**config.mk**
```make
export PLATFORM = sky130hd
export DESIGN_NAME = compare_iter_unit
export DESIGN_NICKNAME = d
export VERILOG_FILES = /design/src/rtl/compare_iter_unit.sv
export SDC_FILE = /design/constraint.sdc
export NUM_CORES = 1
export LEC_CHECK = 0
export CORE_UTILIZATION = 35
export CTS_BUF_LIST = sky130_fd_sc_hd__clkbuf_8
export DETAILED_ROUTE_END_ITERATION = 7
export SLEW_MARGIN = 25
export SYNTH_ARGS = -nofsm -noshare
export SYNTH_HDL_FRONTEND = slang
export SYNTH_SLANG_ARGS = --single-unit
```
**constraint.sdc**
```tcl
create_clock -name clk -period 3.4 [get_ports clk]
set_input_delay 0.34 -clock clk [delete_from_list [all_inputs] [get_ports clk]]
set_output_delay 0.34 -clock clk [all_outputs]
set_load 0.005 [all_outputs]
```
**src/rtl/compare_iter_unit.sv**
```systemverilog
// Multi-cycle MSB-first magnitude comparator with early exit and valid/ready handshakes.
// Optional branch-condition evaluation (funct3 in, taken out) when BR_FUNCT_EN is defined.
module compare_iter_unit #(
    parameter int unsigned W = 32,
    parameter int unsigned C = 8
) (
    input  logic         clk,
    input  logic         rst,
    input  logic         in_valid,
    output logic         in_ready,
    input  logic [W-1:0] a,
    input  logic [W-1:0] b,
    input  logic         sgn,
`ifdef BR_FUNCT_EN
    input  logic [2:0]   funct3,
    output logic         taken,
`endif
    output logic         out_valid,
    input  logic         out_ready,
    output logic         eq,
    output logic         gt,
    output logic         lt
);

    localparam int unsigned N  = (C == 0) ? 1 : W / C;
    localparam int unsigned IW = (N > 1) ? $clog2(N) : 1;
    localparam logic [IW-1:0] IdxTop = IW'(N - 1);

    if (C == 0 || (W % C) != 0) begin : g_bad_params
        $error("compare_iter_unit: W must be a non-zero multiple of C");
    end

    typedef enum logic [1:0] {
        StIdle,
        StScan,
        StDone
    } state_e;

    state_e        state;
    logic [IW-1:0] idx;
    logic [W-1:0]  a_q;
    logic [W-1:0]  b_q;
    logic [C-1:0]  chunk_a;
    logic [C-1:0]  chunk_b;
    logic          mode;
    logic [W-1:0]  flip;

`ifdef BR_FUNCT_EN
    logic [2:0] funct_q;

    function automatic logic br_taken(input logic [2:0] f, input logic is_eq,
                                      input logic is_lt);
        logic r;
        r = 1'b0;
        case (f)
            3'b000:          r = is_eq;
            3'b001:          r = !is_eq;
            3'b100, 3'b110:  r = is_lt;
            3'b101, 3'b111:  r = !is_lt;
            default:         r = 1'b0;
        endcase
        return r;
    endfunction

    assign mode = ~funct3[1];
`else
    assign mode = sgn;
`endif

    // Flipping the sign bit maps two's-complement order onto unsigned order.
    assign flip = W'(mode) << (W - 1);

    assign chunk_a  = a_q[idx*C +: C];
    assign chunk_b  = b_q[idx*C +: C];
    assign in_ready = (state == StIdle) && !rst;

    always_ff @(posedge clk) begin
        if (rst) begin
            state     <= StIdle;
            idx       <= '0;
            a_q       <= '0;
            b_q       <= '0;
            out_valid <= 1'b0;
            eq        <= 1'b0;
            gt        <= 1'b0;
            lt        <= 1'b0;
`ifdef BR_FUNCT_EN
            funct_q   <= 3'b000;
            taken     <= 1'b0;
`endif
        end else begin
            unique case (state)
                StIdle: begin
                    if (in_valid) begin
                        a_q   <= a ^ flip;
                        b_q   <= b ^ flip;
                        idx   <= IdxTop;
                        eq    <= 1'b0;
                        gt    <= 1'b0;
                        lt    <= 1'b0;
`ifdef BR_FUNCT_EN
                        funct_q <= funct3;
                        taken   <= 1'b0;
`endif
                        state <= StScan;
                    end
                end
                StScan: begin
                    if (chunk_a != chunk_b) begin
                        gt        <= chunk_a > chunk_b;
                        lt        <= chunk_a < chunk_b;
                        out_valid <= 1'b1;
`ifdef BR_FUNCT_EN
                        taken     <= br_taken(funct_q, 1'b0, chunk_a < chunk_b);
`endif
                        state     <= StDone;
                    end else if (idx == '0) begin
                        eq        <= 1'b1;
                        out_valid <= 1'b1;
`ifdef BR_FUNCT_EN
                        taken     <= br_taken(funct_q, 1'b1, 1'b0);
`endif
                        state     <= StDone;
                    end else begin
                        idx <= idx - IW'(1);
                    end
                end
                StDone: begin
                    if (out_ready) begin
                        out_valid <= 1'b0;
                        state     <= StIdle;
                    end
                end
                default: begin
                    out_valid <= 1'b0;
                    state     <= StIdle;
                end
            endcase
        end
    end

endmodule

```
==> results_dict.tcl, run 1 <==
set metrics [dict create \
    path_class "reg2reg" \
    fp.dieW_um 96.9 \
    power.internal_mw 1.56 \
    reg2reg_to "idx[0]" \
    seq_area_frac_synth 0.457 \
    dpl.hpwl_mm 5.33 \
    die_h_um 96.9 \
    hold-worst-slack_ns 0.453 \
    core_area_sq_mm 0.00872 \
    arrival_ns 2.81 \
    syn_nets 442 \
    fin_crit_ns 2.55 \
    post-route-cell-area_sq_mm 0.00415 \
    drt-total-wl_mm 7.29 \
    port-buffer-count 73 \
    htreeDepth 3 \
    grt_util_all_layers 0.162 \
    p_total_mw 2.17 \
    finalSetupViolations 0 \
    rows 34 \
    cts_sinks 72 \
    ant_nets 0 \
    ff2ff_path_depth 6 \
    cts.repair.resized 0 \
    slowest_delay_ns 0.67 \
    p_switching_mw 0.610 \
    hold_viol 0 \
    yosysWarnings 0 \
    pre_cts_ws_ns 0.842 \
    combPwrFrac 0.234 \
    timing.slew.headroom 0.510 \
    ios 74 \
    crit_slowest_cell "dfxtp_1" \
    outcome "finished, final reports clean" \
    clock_skew_ns 0.00485 \
    syn_inst 364 \
    antenna_found_initial 0 \
    wl_per_cell_um 13.5 \
    fin_cells 540 \
    fin_tns_setup_ns 0 \
    layout.nets 506 \
    syn_area_sq_mm 0.00315 \
    min_path_cells 2 \
    multi_input_area_sq_mm 0.00156 \
    path_cells "mux4_2, ha_1, nand4_2, nor4_4, nor3_1, a211oi_1" \
    vias 2632 \
    peakVddDrop_v 0.000286 \
    power_frac_seq 0.449 \
    startpoint_type "flop" \
    numPlacedInstances 525 \
    drc 0 \
    hold_start "a_q[27]" \
    worstPathMaxFanout 9 \
    pwr_density_cell_mw_per_mm2 524 \
    place.gp.congestion 0.789 \
    syn_area_per_cell_sq_um 8.67 \
    cts_buffers 9 \
    grt_pass1_wl_mm 12.1 \
    worst_slew_pin_slew_ns 0.735 \
    reg2reg_slack_ns 0.85 \
    grt_pass1_vias 2683 \
    r2r_start "idx[0]" \
    antenna_cells 0 \
    vias_per_cell 4.87 \
    grt_max_degree 74 \
    hold_class "reg2reg" \
    dpl_cell_area_sq_mm 0.00394 \
    clockPowerShare 0.317 \
    synth_seq_cells 72 \
    cp-end-kind "flop" \
    post-route-period-util 0.751 \
    rsz0062_at_grt "false" \
    cts_tree "done" \
    min_to "a_q[27]" \
    slew_violations 0 \
    cts_root_buf "clkbuf_8" \
    synthToLayoutAreaGrowth_pct 31.5 \
    drtIter0Drc 70 \
    swShare 0.281 \
    nFillCells 834 \
    cts_setup_buffers 0 \
    die-area_sq_mm 0.00940 \
    power_leakage_nw 1.52 \
    initial_utilization 0.362 \
    setup_ws_ns 0.847 \
    drt_pass1_iterations 4 \
    postLayoutCoreUtil 0.476 \
    worstSkewPairLatency_ns 0.34 \
    required_ns 3.65 \
    synth.distinct_cells 29 \
    fmax_ghz 0.392 \
    hold_buffers 0 \
    maxCapViolations 0 \
    grt_remaining_overflow 0 \
    clk_path_buf_depth 2 \
    drive_above_1_share 0.104 \
    path_clk_slew_ns 0.07 \
    seqCellArea_sq_mm 0.00144 \
]
cells in the mapped netlist:
cell | count | share of area
a211oi_1 | 5 | 0.012
a21o_1 | 1 | 0.0024
a21oi_1 | 65 | 0.10
a221oi_1 | 1 | 0.0028
a22o_1 | 1 | 0.0028
a22oi_1 | 1 | 0.0024
a32oi_1 | 1 | 0.0028
and2_1 | 1 | 0.0020
buf_2 | 17 | 0.027
buf_6 | 1 | 0.0036
clkbuf_1 | 8 | 0.0095
dfxtp_1 | 72 | 0.46
ha_1 | 9 | 0.036
inv_1 | 10 | 0.012
mux4_2 | 16 | 0.11
nand2_1 | 127 | 0.15
nand2b_1 | 1 | 0.0020
nand4_2 | 2 | 0.0079
nor2_1 | 9 | 0.011
nor2b_1 | 2 | 0.0040
nor3_1 | 4 | 0.0063
nor3b_2 | 1 | 0.0040
nor4_1 | 1 | 0.0020
nor4_4 | 1 | 0.0067
o211ai_1 | 1 | 0.0024
o21ai_0 | 2 | 0.0032
o21ai_2 | 1 | 0.0028
o31ai_1 | 1 | 0.0024
xnor2_1 | 2 | 0.0056
cell usage in the layout (no fill, tap or decap):
cell type	count
clkbuf_8	12
a32oi_1	1
clkinv_2	2
nor3b_2	1
o21ai_2	1
o31ai_1	1
o21ai_0	2
nand2_4	1
nand2_1	126
xnor2_1	2
nor4_4	1
nor2b_1	2
a21oi_1	65
o211ai_1	1
inv_1	10
a22oi_1	1
mux4_2	16
and2_2	1
bufinv_16	1
a211oi_1	5
nor3_1	4
nor2_1	9
nand2b_1	1
buf_4	6
dfxtp_1	72
a221oi_1	1
ha_1	9
a21o_1	1
clkdlybuf4s50_1	72
buf_2	1
nor4_1	1
nand4_2	2
a22o_1	1
final cells by class:
| type | instances | area share |
|---|---|---|
| inverter | 10 | 0.00905 |
| tap | 108 | 0.0326 |
| clock buffer | 12 | 0.0398 |
| multi-input combinational | 256 | 0.376 |
| sequential | 72 | 0.348 |
| clock inverter | 3 | 0.00965 |
| timing repair buffer | 79 | 0.186 |
worst max-delay path: cells and delay by family (launching register included):
kind | cells | cell delay (ns)
flops | 1 | 0.67
mux | 1 | 0.58
simple gates | 3 | 0.67
compound gates | 1 | 0.22
fa+ha+maj | 1 | 0.33
logic make-up after synthesis:
| group | synth area share |
|---|---|
| flip-flops | 0.457 |
| multiplexers | 0.114 |
| AND/OR/NAND/NOR | 0.197 |
| adder cells (fa/ha/maj) | 0.0357 |
| AO/OA/AOI/OAI | 0.139 |
| XOR/XNOR | 0.00555 |
| buffers and inverters | 0.0520 |
how the worst max path moves through the flow:
stage,start,endpoint,slack [ns],cells after the start
floorplan,idx[1],idx[0],1.17,8
global placement,idx[0],idx[0],0.93,6
detailed placement,idx[0],idx[0],0.84,6
CTS,idx[0],idx[0],0.82,6
global route,idx[0],idx[0],0.67,6
finish,idx[0],idx[0],0.85,6
power by group through the flow:
stage	clock network [mW]	registers, mW	logic [mW]
2_1_floorplan	0	0.969	0.358
3_3_place_gp	0	0.995	0.499
3_5_place_dp	0	0.997	0.513
4_1_cts	0.702	0.977	0.517
5_1_grt	0.735	0.988	0.567
6_report	0.689	0.976	0.508
per-layer routing:
layer / track usage / up-vias / share of wire
met5: 0 / - / 0
met4: 0.0551 / 0 / 0.015
met3: 0.0390 / 9 / 0.027
met1: 0.189 / 1225 / 0.45
met2: 0.288 / 39 / 0.50
li1: - / 1359 / -
registers in the layout, summed over array words and instances, names as in the netlist:
register and flops:
eq 1, lt 1, b_q 32, state 2, out_valid 1, idx 2, a_q 32, gt 1
Power figures use the tool's default switching activity.
==> run 2: changes to the inputs <==
==> constraint.sdc (replaced) <==
create_clock -name clk -period 2.3 [get_ports clk]
set_input_delay 0.23 -clock clk [delete_from_list [all_inputs] [get_ports clk]]
set_output_delay 0.23 -clock clk [all_outputs]
set_load 0.005 [all_outputs]
==> results_dict.tcl, run 2 (synthesized netlist as in run 1, its figures left out) <==
set metrics [dict create \
    drt_pass1_iterations 4 \
    hold_viol 0 \
    slew_violations 0 \
    reg.largest.list "a_q x32, b_q x32" \
    cp-end-kind "flop" \
    port-buffer-count 73 \
    vias 2666 \
    post-route-period-util 0.991 \
    p_total_mw 3.48 \
    rows 34 \
    ff2ff_path_depth 7 \
    dpl.hpwl_mm 5.17 \
    fp.dieW_um 96.9 \
    arrival_ns 2.47 \
    grt_pass1_vias 2610 \
    wl_per_cell_um 13.3 \
    drtIter0Drc 119 \
    power_leakage_nw 1.60 \
    required_ns 2.49 \
    ant_nets 0 \
    reg2reg_to "idx[0]" \
    grt_max_degree 73 \
    startpoint_type "flop" \
    clock_skew_ns 0.00893 \
    grt_remaining_overflow 0 \
    slowest_delay_ns 0.50 \
    worstSkewPairLatency_ns 0.34 \
    cts_sinks 72 \
    grt_pass1_wl_mm 12.0 \
    rsz0062_at_grt "true" \
    min_to "lt" \
    layout.nets 516 \
    core_area_sq_mm 0.00872 \
    die-area_sq_mm 0.00940 \
    antenna_cells 0 \
    min_path_cells 3 \
    finalSetupViolations 0 \
    reg2reg_slack_ns 0.02 \
    setup_ws_ns 0.0212 \
    clk_path_buf_depth 2 \
    drc 0 \
    hold_buffers 0 \
    cts_root_buf "clkbuf_8" \
    path_cells "buf_12, mux4_2, ha_1, nand4_4, nor4_4, buf_4, a211oi_1" \
    mostFrequentLayoutCells "nand2_1 (126), clkdlybuf4s50_1 (72), dfxtp_1 (70)" \
    drt-total-wl_mm 7.33 \
    hold-worst-slack_ns 0.292 \
    synthToLayoutAreaGrowth_pct 39.1 \
    r2r_start "idx[0]" \
    cts_tree "done" \
    worst_slew_pin_slew_ns 0.723 \
    fin_crit_ns 2.28 \
    fmax_ghz 0.439 \
    peakVddDrop_v 0.000386 \
    ios 74 \
    place.gp.congestion 0.759 \
    die_h_um 96.9 \
    path_clk_slew_ns 0.08 \
    drive_above_1_share 0.153 \
    cts_buffers 9 \
    pwr_density_cell_mw_per_mm2 792 \
    timing.slew.headroom 0.518 \
    hold_class "in2reg" \
    initial_utilization 0.362 \
    outcome "finished, final reports clean" \
    pre_cts_ws_ns -0.0768 \
    maxCapViolations 0 \
    worstPathMaxFanout 9 \
    htreeDepth 3 \
    grt_util_all_layers 0.159 \
    hold_start "rst" \
    vias_per_cell 4.84 \
    antenna_found_initial 0 \
    layout_commonest_cell "nand2_1" \
    crit_slowest_cell "mux4_2" \
    path_class "reg2reg" \
]
[run 2: timing repair]
item                                   CTS  global route
gates resized for setup                  7             8
endpoints found under the hold margin    0             0
pin swaps                                2             5
buffers inserted                         3             4
setup endpoints to repair                3             4
[run 2: layer usage]
layer	vias to the layer above	share of wire	track usage
li1	1380	-	-
met1	1224	0.45	0.198
met2	52	0.50	0.264
met3	10	0.033	0.0390
met4	0	0.018	0.0666
met5	-	0	0
[run 2: report_power, final]
group          internal [mW]  switching, mW  leakage (nW)  total (mW)
clock                  0.668          0.460         0.119        1.13
combinational          0.468          0.447         0.886       0.915
sequential              1.36         0.0683         0.592        1.43
total                   2.50          0.975          1.60        3.48
[run 2: how the worst max path moves through the flow]
stage	to	from	cells after the start	slack (ns)
3_5_place_dp	idx[0]	idx[0]	7	-0.08
4_1_cts	idx[0]	idx[0]	7	0.02
6_report	idx[0]	idx[0]	7	0.02
3_3_place_gp	idx[1]	idx[0]	7	0.05
2_1_floorplan	idx[0]	idx[1]	8	0.07
5_1_grt	idx[0]	idx[0]	7	-0.06
[run 2: critical path: cells and delay by family (launching register included)]
family | cells | cell delay [ns]
AO/OA/AOI/OAI | 1 | 0.07
adder cells (fa/ha/maj) | 1 | 0.35
buffers and inverters | 2 | 0.31
flip-flops | 1 | 0.36
multiplexers | 1 | 0.50
AND/OR/NAND/NOR | 2 | 0.54
[run 2: final cells by class]
class	count	area [sq um]
tap	108	135
sequential	72	1440
inverter	10	37.5
clock buffer	11	151
clock inverter	5	78.8
multi-input combinational	256	1670
fill	822	4330
timing repair buffer	89	871
[run 2: through the flow]
| stage | instance area [sq um] | instances | setup TNS [ns] | util |
|---|---|---|---|---|
| final | 4390 | 551 | 0 | 0.503 |
| after global routing | 4390 | 551 | -0.130 | 0.503 |
| after CTS | 4300 | 547 | 0 | 0.493 |
| after detailed placement | 3990 | 528 | -0.148 | 0.457 |
| after global placement | 3990 | 528 | 0 | 0.457 |
| after floorplan | 3150 | 364 | 0 | - |
==> run 3: changes to the inputs <==
==> constraint.sdc (replaced) <==
create_clock -name clk -period 2.3 [get_ports clk]
set_input_delay 0.69 -clock clk [delete_from_list [all_inputs] [get_ports clk]]
set_output_delay 0.69 -clock clk [all_outputs]
set_load 0.005 [all_outputs]
==> results_dict.tcl, run 3 (synthesized netlist as in run 1, its figures left out) <==
set metrics [dict create \
    post-route-period-util 0.968 \
    vias_per_cell 4.87 \
    hold_class "reg2reg" \
    fin_tns_setup_ns 0 \
    drc 0 \
    drtIter0Drc 116 \
    layout_commonest_cell "nand2_1" \
    cts_tree "done" \
    antenna_cells 0 \
    fin_crit_ns 2.23 \
    drt-total-wl_mm 7.55 \
    grt_max_degree 74 \
    htreeDepth 3 \
    swShare 0.281 \
    p_switching_mw 0.970 \
    path_class "reg2reg" \
    grt_remaining_overflow 0 \
    cts_root_buf "clkbuf_8" \
    p_total_mw 3.45 \
    maxCapViolations 0 \
    finalSetupViolations 0 \
    clockPowerShare 0.312 \
    layout.nets 517 \
    ant_nets 0 \
    outcome "finished, final reports clean" \
    worstPathMaxFanout 10 \
    fmax_ghz 0.449 \
    die_h_um 96.9 \
    hold_viol 0 \
    fp.dieW_um 96.9 \
    nFillCells 833 \
    cts_buffers 9 \
    drt_pass1_iterations 4 \
    initial_utilization 0.362 \
    pwr_density_cell_mw_per_mm2 784 \
    grt_pass1_vias 2648 \
    power.internal_mw 2.48 \
    grt_pass1_wl_mm 12.4 \
    dpl_cell_area_sq_mm 0.00403 \
    dpl.hpwl_mm 5.38 \
    power_frac_seq 0.415 \
    cts_sinks 72 \
    peakVddDrop_v 0.000340 \
    synthToLayoutAreaGrowth_pct 39.6 \
    startpoint_type "flop" \
    fin_cells 552 \
    rows 34 \
    wl_per_cell_um 13.7 \
    place.gp.congestion 0.763 \
    mostFrequentLayoutCells "nand2_1 (126), clkdlybuf4s50_1 (72), dfxtp_1 (71)" \
    clk_path_buf_depth 2 \
    vias 2686 \
    grt_util_all_layers 0.168 \
    reg.largest.list "a_q x32, b_q x32" \
    timing.slew.headroom 0.507 \
    drive_above_1_share 0.140 \
    slew_violations 0 \
    worstSkewPairLatency_ns 0.34 \
    post-route-cell-area_sq_mm 0.00440 \
    numPlacedInstances 529 \
    arrival_ns 2.42 \
    hold-worst-slack_ns 0.453 \
    path_clk_slew_ns 0.07 \
    cp-end-kind "flop" \
    required_ns 2.49 \
    worst_slew_pin_slew_ns 0.739 \
    core_area_sq_mm 0.00872 \
    clock_skew_ns 0.00802 \
    antenna_found_initial 0 \
    port-buffer-count 73 \
    ios 74 \
    die-area_sq_mm 0.00940 \
    combPwrFrac 0.273 \
    power_leakage_nw 1.61 \
]
-- run 3: changes by cell type in the layout (fill, tap and decap cells not counted), sizes merged --
cell	previous run	this run
clkinv	3	1
inv	10	13
buf	17	18
clkbuf	11	10
-- run 3: layer usage --
metal  up-vias  share of wire  GRT usage
met5         -              0          0
met4         0          0.021     0.0918
met3        11          0.025     0.0376
met2        45           0.50      0.281
met1      1247           0.45      0.200
li1       1383              -          -
-- run 3: final timing paths --
path	startpoint	to	slack, ns	cells after the start
worst min register to register	a_q[17]	a_q[17]	0.45	2
worst max-delay path	idx[0]	idx[0]	0.07	7
worst max register to register	idx[0]	idx[0]	0.07	7
worst min-delay path	a_q[17]	a_q[17]	0.45	2
-- run 3: final cells by class --
type                    count  area (sq um)  share of cell area
inverters                  10          37.5             0.00852
clock inverters             6          76.3              0.0173
multi-input cells         256          1660               0.376
repair buffers             90           920               0.209
well taps                 108           135              0.0307
flip-flops and latches     72          1440               0.328
clock buffers              10           138              0.0313
-- run 3: critical path: stages, from the launching register on --
cell,delay [ns]
dfxtp_2,0.37
buf_12,0.14
mux4_2,0.54
ha_4,0.30
nand4_4,0.16
nor4_4,0.32
buf_4,0.18
a211oi_1,0.07
-- run 3: per-stage QoR --
| stage | setup WS (ns) | util |
|---|---|---|
| floorplan | 0.0717 | - |
| global route | -0.00818 | 0.505 |
| finish | 0.0734 | 0.505 |
| CTS | 0.00344 | 0.493 |
| detailed placement | -0.0149 | 0.462 |
| global placement | 0.0266 | 0.462 |
-- run 3: power by group through the flow --
stage	sequential [mW]	clock [mW]	combinational (mW)
finish	1.43	1.08	0.944
global route	1.45	1.15	1.04
CTS	1.44	1.10	0.858
detailed placement	1.46	0	0.823
global placement	1.46	0	0.800
floorplan	1.43	0	0.530
-- run 3: timing repair --
item                       CTS  global route
hold endpoints to repair     0             0
hold buffers                 0             0
buffers inserted             4             3
gates resized for setup      2            10
setup endpoints to repair    3             6
pin swaps                    2             3
